$ cat src/rtl/dance_vga_pkg.sv
// Shared VGA frame-buffer constants, sprite indices and blitter state type
// for the dance game video path (160x120, 3-bit colour).
package dance_vga_pkg;

   localparam int SCREEN_W = 160;
   localparam int SCREEN_H = 120;
   localparam int X_W      = 8;
   localparam int Y_W      = 7;
   localparam int COLOUR_W = 3;

   // Colour bits are {R,G,B}, matching the adapter's 3-bit palette.
   localparam logic [COLOUR_W-1:0] BLACK   = 3'b000;
   localparam logic [COLOUR_W-1:0] BLUE    = 3'b001;
   localparam logic [COLOUR_W-1:0] GREEN   = 3'b010;
   localparam logic [COLOUR_W-1:0] CYAN    = 3'b011;
   localparam logic [COLOUR_W-1:0] RED     = 3'b100;
   localparam logic [COLOUR_W-1:0] MAGENTA = 3'b101;
   localparam logic [COLOUR_W-1:0] YELLOW  = 3'b110;
   localparam logic [COLOUR_W-1:0] WHITE   = 3'b111;

   localparam int ARROW_L = 0;
   localparam int ARROW_U = 1;
   localparam int ARROW_D = 2;
   localparam int ARROW_R = 3;

   typedef enum logic [1:0] {
      ST_IDLE  = 2'd0,
      ST_DRAW  = 2'd1,
      ST_FLUSH = 2'd2,
      ST_DONE  = 2'd3
   } blit_state_t;

endpackage

$ cat src/rtl/sprite_blitter_if.sv
// Request/status, sprite ROM and VGA adapter signals of the sprite blitter.
// The erase input exists only when SPRITE_BLITTER_ERASE_EN is defined.
interface sprite_blitter_if #(
   parameter int SPR_W   = 16,
   parameter int SPR_H   = 16,
   parameter int NUM_SPR = 4
);
   import dance_vga_pkg::*;

   localparam int SEL_W  = $clog2(NUM_SPR);
   localparam int ADDR_W = $clog2(NUM_SPR * SPR_W * SPR_H);

   logic                start;
   logic [SEL_W-1:0]    sel;
   logic [X_W-1:0]      x0;
   logic [Y_W-1:0]      y0;
`ifdef SPRITE_BLITTER_ERASE_EN
   logic                erase;
`endif
   logic [ADDR_W-1:0]   rom_addr;
   logic [COLOUR_W-1:0] rom_data;
   logic [X_W-1:0]      VGA_X;
   logic [Y_W-1:0]      VGA_Y;
   logic [COLOUR_W-1:0] VGA_COLOR;
   logic                plot;
   logic                busy;
   logic                done;

   modport master (
`ifdef SPRITE_BLITTER_ERASE_EN
      input  erase,
`endif
      input  start, sel, x0, y0, rom_data,
      output rom_addr, VGA_X, VGA_Y, VGA_COLOR, plot, busy, done
   );

   modport slave (
`ifdef SPRITE_BLITTER_ERASE_EN
      output erase,
`endif
      output start, sel, x0, y0, rom_data,
      input  rom_addr, VGA_X, VGA_Y, VGA_COLOR, plot, busy, done
   );

endinterface

$ cat src/rtl/blit_raster_counter.sv
// Row-major col/row raster counter over one sprite, with a last-pixel flag
// and the linear pixel index row*SPR_W + col.
module blit_raster_counter #(
   parameter int SPR_W = 16,
   parameter int SPR_H = 16
) (
   input  logic                              clk_sys,
   input  logic                              rst_b,
   input  logic                              clear,
   input  logic                              advance,
   output logic [$clog2(SPR_W)-1:0]          col,
   output logic [$clog2(SPR_H)-1:0]          row,
   output logic                              last,
   output logic [$clog2(SPR_W*SPR_H)-1:0]    index
);
   localparam int COL_W = $clog2(SPR_W);
   localparam int ROW_W = $clog2(SPR_H);
   localparam int IDX_W = $clog2(SPR_W * SPR_H);

   logic col_wrap;

   assign col_wrap = (col == COL_W'(SPR_W - 1));
   assign last     = col_wrap && (row == ROW_W'(SPR_H - 1));
   assign index    = IDX_W'(row) * IDX_W'(SPR_W) + IDX_W'(col);

   always_ff @(posedge clk_sys or negedge rst_b) begin
      if (!rst_b) begin
         col <= '0;
         row <= '0;
      end else if (clear) begin
         col <= '0;
         row <= '0;
      end else if (advance) begin
         if (col_wrap) begin
            col <= '0;
            row <= row + ROW_W'(1);
         end else begin
            col <= col + COL_W'(1);
         end
      end
   end

endmodule

$ cat src/rtl/sprite_blitter.sv
// Sprite blitter: rasters one sprite from a synchronous ROM to the VGA adapter
// with transparency and screen-edge clipping. SPRITE_BLITTER_ERASE_EN adds erase mode.
//
// state    | meaning
// ST_IDLE  | waiting for start (ignored while the done pulse is high)
// ST_DRAW  | issuing one ROM address per cycle, row-major
// ST_FLUSH | last address issued, ROM/pixel pipeline draining
// ST_DONE  | last pixel out; next edge drops busy and pulses done
module sprite_blitter
   import dance_vga_pkg::*;
#(
   parameter int                  SPR_W       = 16,
   parameter int                  SPR_H       = 16,
   parameter int                  NUM_SPR     = 4,
   parameter logic [COLOUR_W-1:0] TRANSPARENT = BLACK
) (
   input  logic             CLOCK_50,
   input  logic             resetn,
   sprite_blitter_if.master bus
);
   localparam int N      = SPR_W * SPR_H;
   localparam int COL_W  = $clog2(SPR_W);
   localparam int ROW_W  = $clog2(SPR_H);
   localparam int IDX_W  = $clog2(N);
   localparam int ADDR_W = $clog2(NUM_SPR * N);

   blit_state_t         state;
   logic [ADDR_W-1:0]   base_q;
   logic [X_W-1:0]      x0_q;
   logic [Y_W-1:0]      y0_q;
   logic                erase_q;
   logic                busy_q;
   logic                done_q;
   logic                accept;
   logic                advance;

   logic [COL_W-1:0]    col;
   logic [ROW_W-1:0]    row;
   logic                last;
   logic [IDX_W-1:0]    index;

   logic                s1_valid;
   logic [COL_W-1:0]    s1_col;
   logic [ROW_W-1:0]    s1_row;

   logic [8:0]          px;
   logic [7:0]          py;
   logic                in_bounds;
   logic                paint;
   logic [COLOUR_W-1:0] paint_colour;

   logic [X_W-1:0]      vga_x_q;
   logic [Y_W-1:0]      vga_y_q;
   logic [COLOUR_W-1:0] vga_colour_q;
   logic                plot_q;

   // The done cycle is already IDLE, so it must not double as an accept cycle.
   assign accept  = (state == ST_IDLE) && bus.start && !done_q;
   assign advance = (state == ST_DRAW) && !last;

   blit_raster_counter #(
      .SPR_W (SPR_W),
      .SPR_H (SPR_H)
   ) u_counter (
      .clk_sys (CLOCK_50),
      .rst_b   (resetn),
      .clear   (accept),
      .advance (advance),
      .col     (col),
      .row     (row),
      .last    (last),
      .index   (index)
   );

   always_ff @(posedge CLOCK_50 or negedge resetn) begin
      if (!resetn) begin
         state   <= ST_IDLE;
         base_q  <= '0;
         x0_q    <= '0;
         y0_q    <= '0;
         erase_q <= 1'b0;
         busy_q  <= 1'b0;
         done_q  <= 1'b0;
      end else begin
         done_q <= 1'b0;
         case (state)
            ST_IDLE: begin
               if (accept) begin
                  state  <= ST_DRAW;
                  base_q <= ADDR_W'(bus.sel) * ADDR_W'(N);
                  x0_q   <= bus.x0;
                  y0_q   <= bus.y0;
`ifdef SPRITE_BLITTER_ERASE_EN
                  erase_q <= bus.erase;
`else
                  erase_q <= 1'b0;
`endif
                  busy_q <= 1'b1;
               end
            end
            ST_DRAW:  if (last) state <= ST_FLUSH;
            ST_FLUSH: state <= ST_DONE;
            ST_DONE: begin
               state  <= ST_IDLE;
               busy_q <= 1'b0;
               done_q <= 1'b1;
            end
            default:  state <= ST_IDLE;
         endcase
      end
   end

   // Stage 1: position of the address in flight, aligned with rom_data next cycle.
   always_ff @(posedge CLOCK_50 or negedge resetn) begin
      if (!resetn) begin
         s1_valid <= 1'b0;
         s1_col   <= '0;
         s1_row   <= '0;
      end else begin
         s1_valid <= (state == ST_DRAW);
         s1_col   <= col;
         s1_row   <= row;
      end
   end

   assign px        = {1'b0, x0_q} + 9'(s1_col);
   assign py        = {1'b0, y0_q} + 8'(s1_row);
   assign in_bounds = (px < 9'(SCREEN_W)) && (py < 8'(SCREEN_H));

   always_comb begin
      paint        = 1'b0;
      paint_colour = bus.rom_data;
      if (erase_q) begin
         paint        = s1_valid && in_bounds;
         paint_colour = BLACK;
      end else begin
         paint = s1_valid && in_bounds && (bus.rom_data != TRANSPARENT);
      end
   end

   always_ff @(posedge CLOCK_50 or negedge resetn) begin
      if (!resetn) begin
         vga_x_q      <= '0;
         vga_y_q      <= '0;
         vga_colour_q <= '0;
         plot_q       <= 1'b0;
      end else begin
         plot_q <= paint;
         if (paint) begin
            vga_x_q      <= px[X_W-1:0];
            vga_y_q      <= py[Y_W-1:0];
            vga_colour_q <= paint_colour;
         end
      end
   end

   assign bus.rom_addr  = base_q + ADDR_W'(index);
   assign bus.VGA_X     = vga_x_q;
   assign bus.VGA_Y     = vga_y_q;
   assign bus.VGA_COLOR = vga_colour_q;
   assign bus.plot      = plot_q;
   assign bus.busy      = busy_q;
   assign bus.done      = done_q;

endmodule

$ cat src/flat_wrapper.sv
// flat-port wrapper written by rule: the top's interface ports become plain ports
module sprite_blitter_flat import dance_vga_pkg::*;
#(
   parameter int                  SPR_W       = 16,
   parameter int                  SPR_H       = 16,
   parameter int                  NUM_SPR     = 4,
   parameter logic [COLOUR_W-1:0] TRANSPARENT = BLACK
)
  (CLOCK_50, resetn, bus_start, bus_sel, bus_x0, bus_y0, bus_rom_data, bus_rom_addr, bus_VGA_X, bus_VGA_Y, bus_VGA_COLOR, bus_plot, bus_busy, bus_done);
  sprite_blitter_if #(.SPR_W(SPR_W), .SPR_H(SPR_H), .NUM_SPR(NUM_SPR)) bus_i ();
  input  logic CLOCK_50;
  input  logic resetn;
  input wire logic [$bits(bus_i.start)-1:0] bus_start;
  input wire logic [$bits(bus_i.sel)-1:0] bus_sel;
  input wire logic [$bits(bus_i.x0)-1:0] bus_x0;
  input wire logic [$bits(bus_i.y0)-1:0] bus_y0;
  input wire logic [$bits(bus_i.rom_data)-1:0] bus_rom_data;
  output wire logic [$bits(bus_i.rom_addr)-1:0] bus_rom_addr;
  output wire logic [$bits(bus_i.VGA_X)-1:0] bus_VGA_X;
  output wire logic [$bits(bus_i.VGA_Y)-1:0] bus_VGA_Y;
  output wire logic [$bits(bus_i.VGA_COLOR)-1:0] bus_VGA_COLOR;
  output wire logic [$bits(bus_i.plot)-1:0] bus_plot;
  output wire logic [$bits(bus_i.busy)-1:0] bus_busy;
  output wire logic [$bits(bus_i.done)-1:0] bus_done;
  assign bus_i.start = bus_start;
  assign bus_i.sel = bus_sel;
  assign bus_i.x0 = bus_x0;
  assign bus_i.y0 = bus_y0;
  assign bus_i.rom_data = bus_rom_data;
  assign bus_rom_addr = bus_i.rom_addr;
  assign bus_VGA_X = bus_i.VGA_X;
  assign bus_VGA_Y = bus_i.VGA_Y;
  assign bus_VGA_COLOR = bus_i.VGA_COLOR;
  assign bus_plot = bus_i.plot;
  assign bus_busy = bus_i.busy;
  assign bus_done = bus_i.done;
  sprite_blitter #(.SPR_W(SPR_W), .SPR_H(SPR_H), .NUM_SPR(NUM_SPR), .TRANSPARENT(TRANSPARENT)) u_core (.CLOCK_50(CLOCK_50), .resetn(resetn), .bus(bus_i));
endmodule
$ cat config.mk
export PLATFORM = sky130hd
export DESIGN_NAME = sprite_blitter_flat
export DESIGN_NICKNAME = d
export VERILOG_FILES = /design/src/rtl/dance_vga_pkg.sv /design/src/rtl/sprite_blitter_if.sv /design/src/rtl/blit_raster_counter.sv /design/src/rtl/sprite_blitter.sv /design/src/flat_wrapper.sv
export SDC_FILE = /design/constraint.sdc
export NUM_CORES = 1
export LEC_CHECK = 0
export BUFFER_PORTS_ARGS = -buffer_cell sky130_fd_sc_hd__clkbuf_2
export CORE_MARGIN = 2
export CORE_UTILIZATION = 45
export CTS_BUF_LIST = sky130_fd_sc_hd__clkbuf_4
export CTS_CLUSTER_DIAMETER = 30
export CTS_CLUSTER_SIZE = 8
export DETAILED_ROUTE_END_ITERATION = 12
export GPL_ROUTABILITY_DRIVEN = 0
export PLACE_DENSITY = 0.76
export SYNTH_ARGS = -nofsm -noshare
export SYNTH_HDL_FRONTEND = slang
export SYNTH_SLANG_ARGS = --single-unit
$ cat constraint.sdc
create_clock -name CLOCK_50 -period 2.94 [get_ports CLOCK_50]
set_input_delay 0.735 -clock CLOCK_50 [delete_from_list [all_inputs] [get_ports CLOCK_50]]
set_output_delay 0.735 -clock CLOCK_50 [all_outputs]
set_load 0.01 [all_outputs]
==> results.md <==
* Sequential share of power at between 50% and 60%
* CTS tree: built
* Clk buf depth at 2
* Rows at 28
* Top Ports at 54
* Final wirelength at 5300 µm
* Top cells by area, synth: dfrtp_1, nand2_1, ha_1
* Run status: finished clean
* Via-to-Cell Ratio at 5.11
* Post-Synthesis Cells at 245
* Share of post-route cells with drive strength above 1 at 31.1%
* Yosys reg bits at 57
* Highest clock rate at 0.385 GHz
* Sum of negative setup slack at 0 ps
* Mean Syn Cell Area at ~11 µm²
* Combinational share of power at 4.3%
* Type of origin of the critical path: flip-flop
* Leakage at 1.61 nW
* CTS buffer count at 9
* Hold Crit Class: in -> async
* Fillers at 534
* Post-synthesis mux area share at 8.74%
* M1 GR Usage at approximately a quarter
* Die span in x at approximately 80 µm
* Sw frac at 21.9%
* Unique masters post-synth at 46
* CP required at 3210 ps
* Clock slew at reported path FFs at 90 ps
* Worst reg2reg setup slack at roughly 340 ps
* Final hold violations at 0
* Post_cts resized at 0
* Clock Skew at 9.50 ps
* Initial antenna violation count at 0
* Max Slew Vio Count at 0
* Pint at 1.06 mW
* Post-synthesis sequential area ratio at just over 50%
* H-tree depth at 3
* Max_slew headroom at 50.9%
* Nets at 344
* Synth Area in Adders at slightly below 8%
* CP endpoint: u_core.bus.VGA_COLOR[1]$_DFFE_PN0P_
* Initial Util at 46.4%
* Number of synthesized flops with an enable pin at 0
* Ys flop type: dfrtp_1
* Pwr Density at between 400 and 500 nW/µm²
* XOR/XNOR Fraction of Synth Area at 4.14%
* Clk root buf: clkbuf_4
* Post-CTS Setup Bufs at 0
* Layout area overhead at 16.8%
* Syn Nets at 284
* Tot GR Track Use at 17.8%
* Core footprint at 5920 µm²
* Post-DP HPWL at 4030 µm
* Worst-Skew Late Latency at 380 ps
* Reg2reg start: u_core.y0_q[0]$_DFFE_PN0P_
* Slew of the pin with the lowest slew margin at 737 ps
* Busiest grt layer: met2
* P_sw at 296 µW
* Compound-cell area share of the yosys netlist at 10.1%
* Depth of the most critical reg-to-reg path at 8
* Met3 global-route usage at under 10%
* Global-route wire length before repair at 9030 µm
* Ant. Diodes at 0
* Synth area leader: dfrtp_1
* Largest net degree at the start of global routing at 30
* RSZ-0062 raised after global routing: false
* Post-route clock period utilization at 88.4%
* Max-Cap Viols at 0
* Hold buffers post-CTS at 0
* Clock period minus worst slack at approximately 2600 ps
* GRT met2 Usage at 26.5%
* Clock network power share at 37.3%
* Residual DRC at 0
* CP Data Arrival Time at 2870 ps
* Pre-antenna DRT Iters at 4
* Post-synth top area share at between 50 and 60%
* Worst Path Max Fanout at 17
* Placed Cells incl. Taps at between 300 and 400
* Layout Cells excl Fill at 384
* Synth warnings at 0
* Die Y at 82.1 µm
* Port Buffer Count at 53
* DR iter-0 viols at between 100 and 150
* Die area at 6750 µm²
* Worst R2R End: u_core.bus.VGA_COLOR[1]$_DFFE_PN0P_
* DR vias at between 1500 and 2000
* Setup Viol. Count Final at 0
* Post-layout util at 54.2%
* Routed len/inst at 13.8 µm
* Peak supply drop at a little over 0.2 mV
* Simple-gate share of the synthesized area at 14.8%
* Vias in the first global route at approximately 1900
* Clk sinks at 57
* Synth Cell Area at ~2700 µm²
* CP endpoint kind: flip-flop
* CP Launch Point: u_core.y0_q[0]$_DFFE_PN0P_
* Crit path kind: reg -> reg
* Largest family of logic cells by synthesized area: simple AND/OR/NAND/NOR gates
* Routed Antenna Nets at 0
* Total gr overflow at 0
* Ys async rst share at 100%
area by class of cell:
class                   count  area (µm²)  share of cell area, %
clock buffers               9        67.6                   2.11
clock inverters             6        50.0                   1.56
inverters                   7        26.3                  0.819
multi-input cells         175        1250                   39.0
flip-flops and latches     57        1430                   44.4
well taps                  75        93.8                   2.92
repair buffers             55         293                   9.12
stage by stage:
stage               power (mW)  setup slack, ps  instance area [µm²]  hold WS [ps]
floorplan                0.827              541                 2750           439
detailed placement       0.867              332                 3090           451
finish                    1.35              340                 3210           397
global route              1.42              205                 3210           450
CTS                       1.37              310                 3210           410
global placement         0.865              431                 3090           449
how the worst min path moves through the flow:
stage,startpoint,end,slack (ps),cells past startpoint
6_report,resetn,u_core.bus.plot$_DFF_PN0_,400,1
5_1_grt,resetn,u_core.x0_q[6]$_DFFE_PN0P_,450,1
4_1_cts,resetn,u_core.x0_q[6]$_DFFE_PN0P_,410,1
3_5_place_dp,u_core.u_counter.col[3]$_DFFE_PN0P_,u_core.s1_col[3]$_DFF_PN0_,450,0
3_3_place_gp,u_core.u_counter.col[1]$_DFFE_PN0P_,u_core.s1_col[1]$_DFF_PN0_,450,0
2_1_floorplan,resetn,u_core.base_q[8]$_DFFE_PN0P_,440,0
cell usage after synthesis, drive strengths merged, types with 2 or more instances:
cell type and instances:
nand2 58, dfrtp 57, mux2 16, ha 14
a21oi 12, nor2 12, o21ai 10, nand3 8
xnor2 8, inv 7, xor2 5, clkbuf 4
mux2i 3, a31oi 2, and3 2, buf 2
fa 2, nand2b 2, nor2b 2, or3 2
layer usage:
metal / routed length (µm) / vias to the layer above / part of all wire [%]
li1: - / 961 / -
met1: 2510 / 947 / 47
met2: 2490 / 47 / 47
met3: 242 / 7 / 4.6
met4: 58 / 0 / 1.1
met5: 0 / - / 0
kinds of logic after synthesis:
logic type / Yosys count
adder cells (fa/ha/maj): 16
AND/OR/NAND/NOR: 91
multiplexers: 19
XOR/XNOR: 13
buffers and inverters: 13
AO/OA/AOI/OAI: 36
flip-flops: 57
critical path, cell delays in order (launching register included):
cell     delay (ps)
dfrtp_1         410
ha_1            220
fa_1            400
a21o_1          210
a21oi_2         160
xnor2_1         230
a41oi_4         200
nand2_4         270
mux2_2          370
power by group through the flow:
stage | combinational [mW] | sequential [mW] | clock [mW]
after floorplan | 0.0173 | 0.810 | 0
final | 0.0576 | 0.792 | 0.505
after global placement | 0.0579 | 0.807 | 0
after detailed placement | 0.0598 | 0.807 | 0
after CTS | 0.0601 | 0.792 | 0.520
after global routing | 0.0653 | 0.793 | 0.557
state kept, by name, summed over array words and instances (netlist names):
| register | flops |
|---|---|
| u_core.s1_valid | 1 |
| u_core.bus.done | 1 |
| u_core.u_counter.col | 4 |
| u_core.bus.VGA_X | 8 |
| u_core.state | 2 |
| u_core.bus.plot | 1 |
| u_core.base_q | 2 |
| u_core.y0_q | 7 |
| u_core.s1_row | 4 |
| u_core.x0_q | 8 |
| u_core.s1_col | 4 |
| u_core.bus.busy | 1 |
| u_core.bus.VGA_Y | 7 |
| u_core.u_counter.row | 4 |
| u_core.bus.VGA_COLOR | 3 |
cell usage in the layout (no fill, tap or decap), types with 2 or more instances in the layout:
cell,n
a31oi_1,2
nand3_1,7
mux2_2,8
nand2_1,57
clkinv_1,4
clkbuf_4,9
inv_1,7
nor2_1,12
nor2b_1,2
xor2_1,5
fa_1,2
o21ai_0,7
clkbuf_2,53
nand2b_1,2
mux2i_1,3
ha_1,14
a21oi_1,9
a21oi_2,3
dfrtp_1,57
xnor2_1,8
mux2_4,8
o21ai_1,2
(Power assumes the default switching activity.)
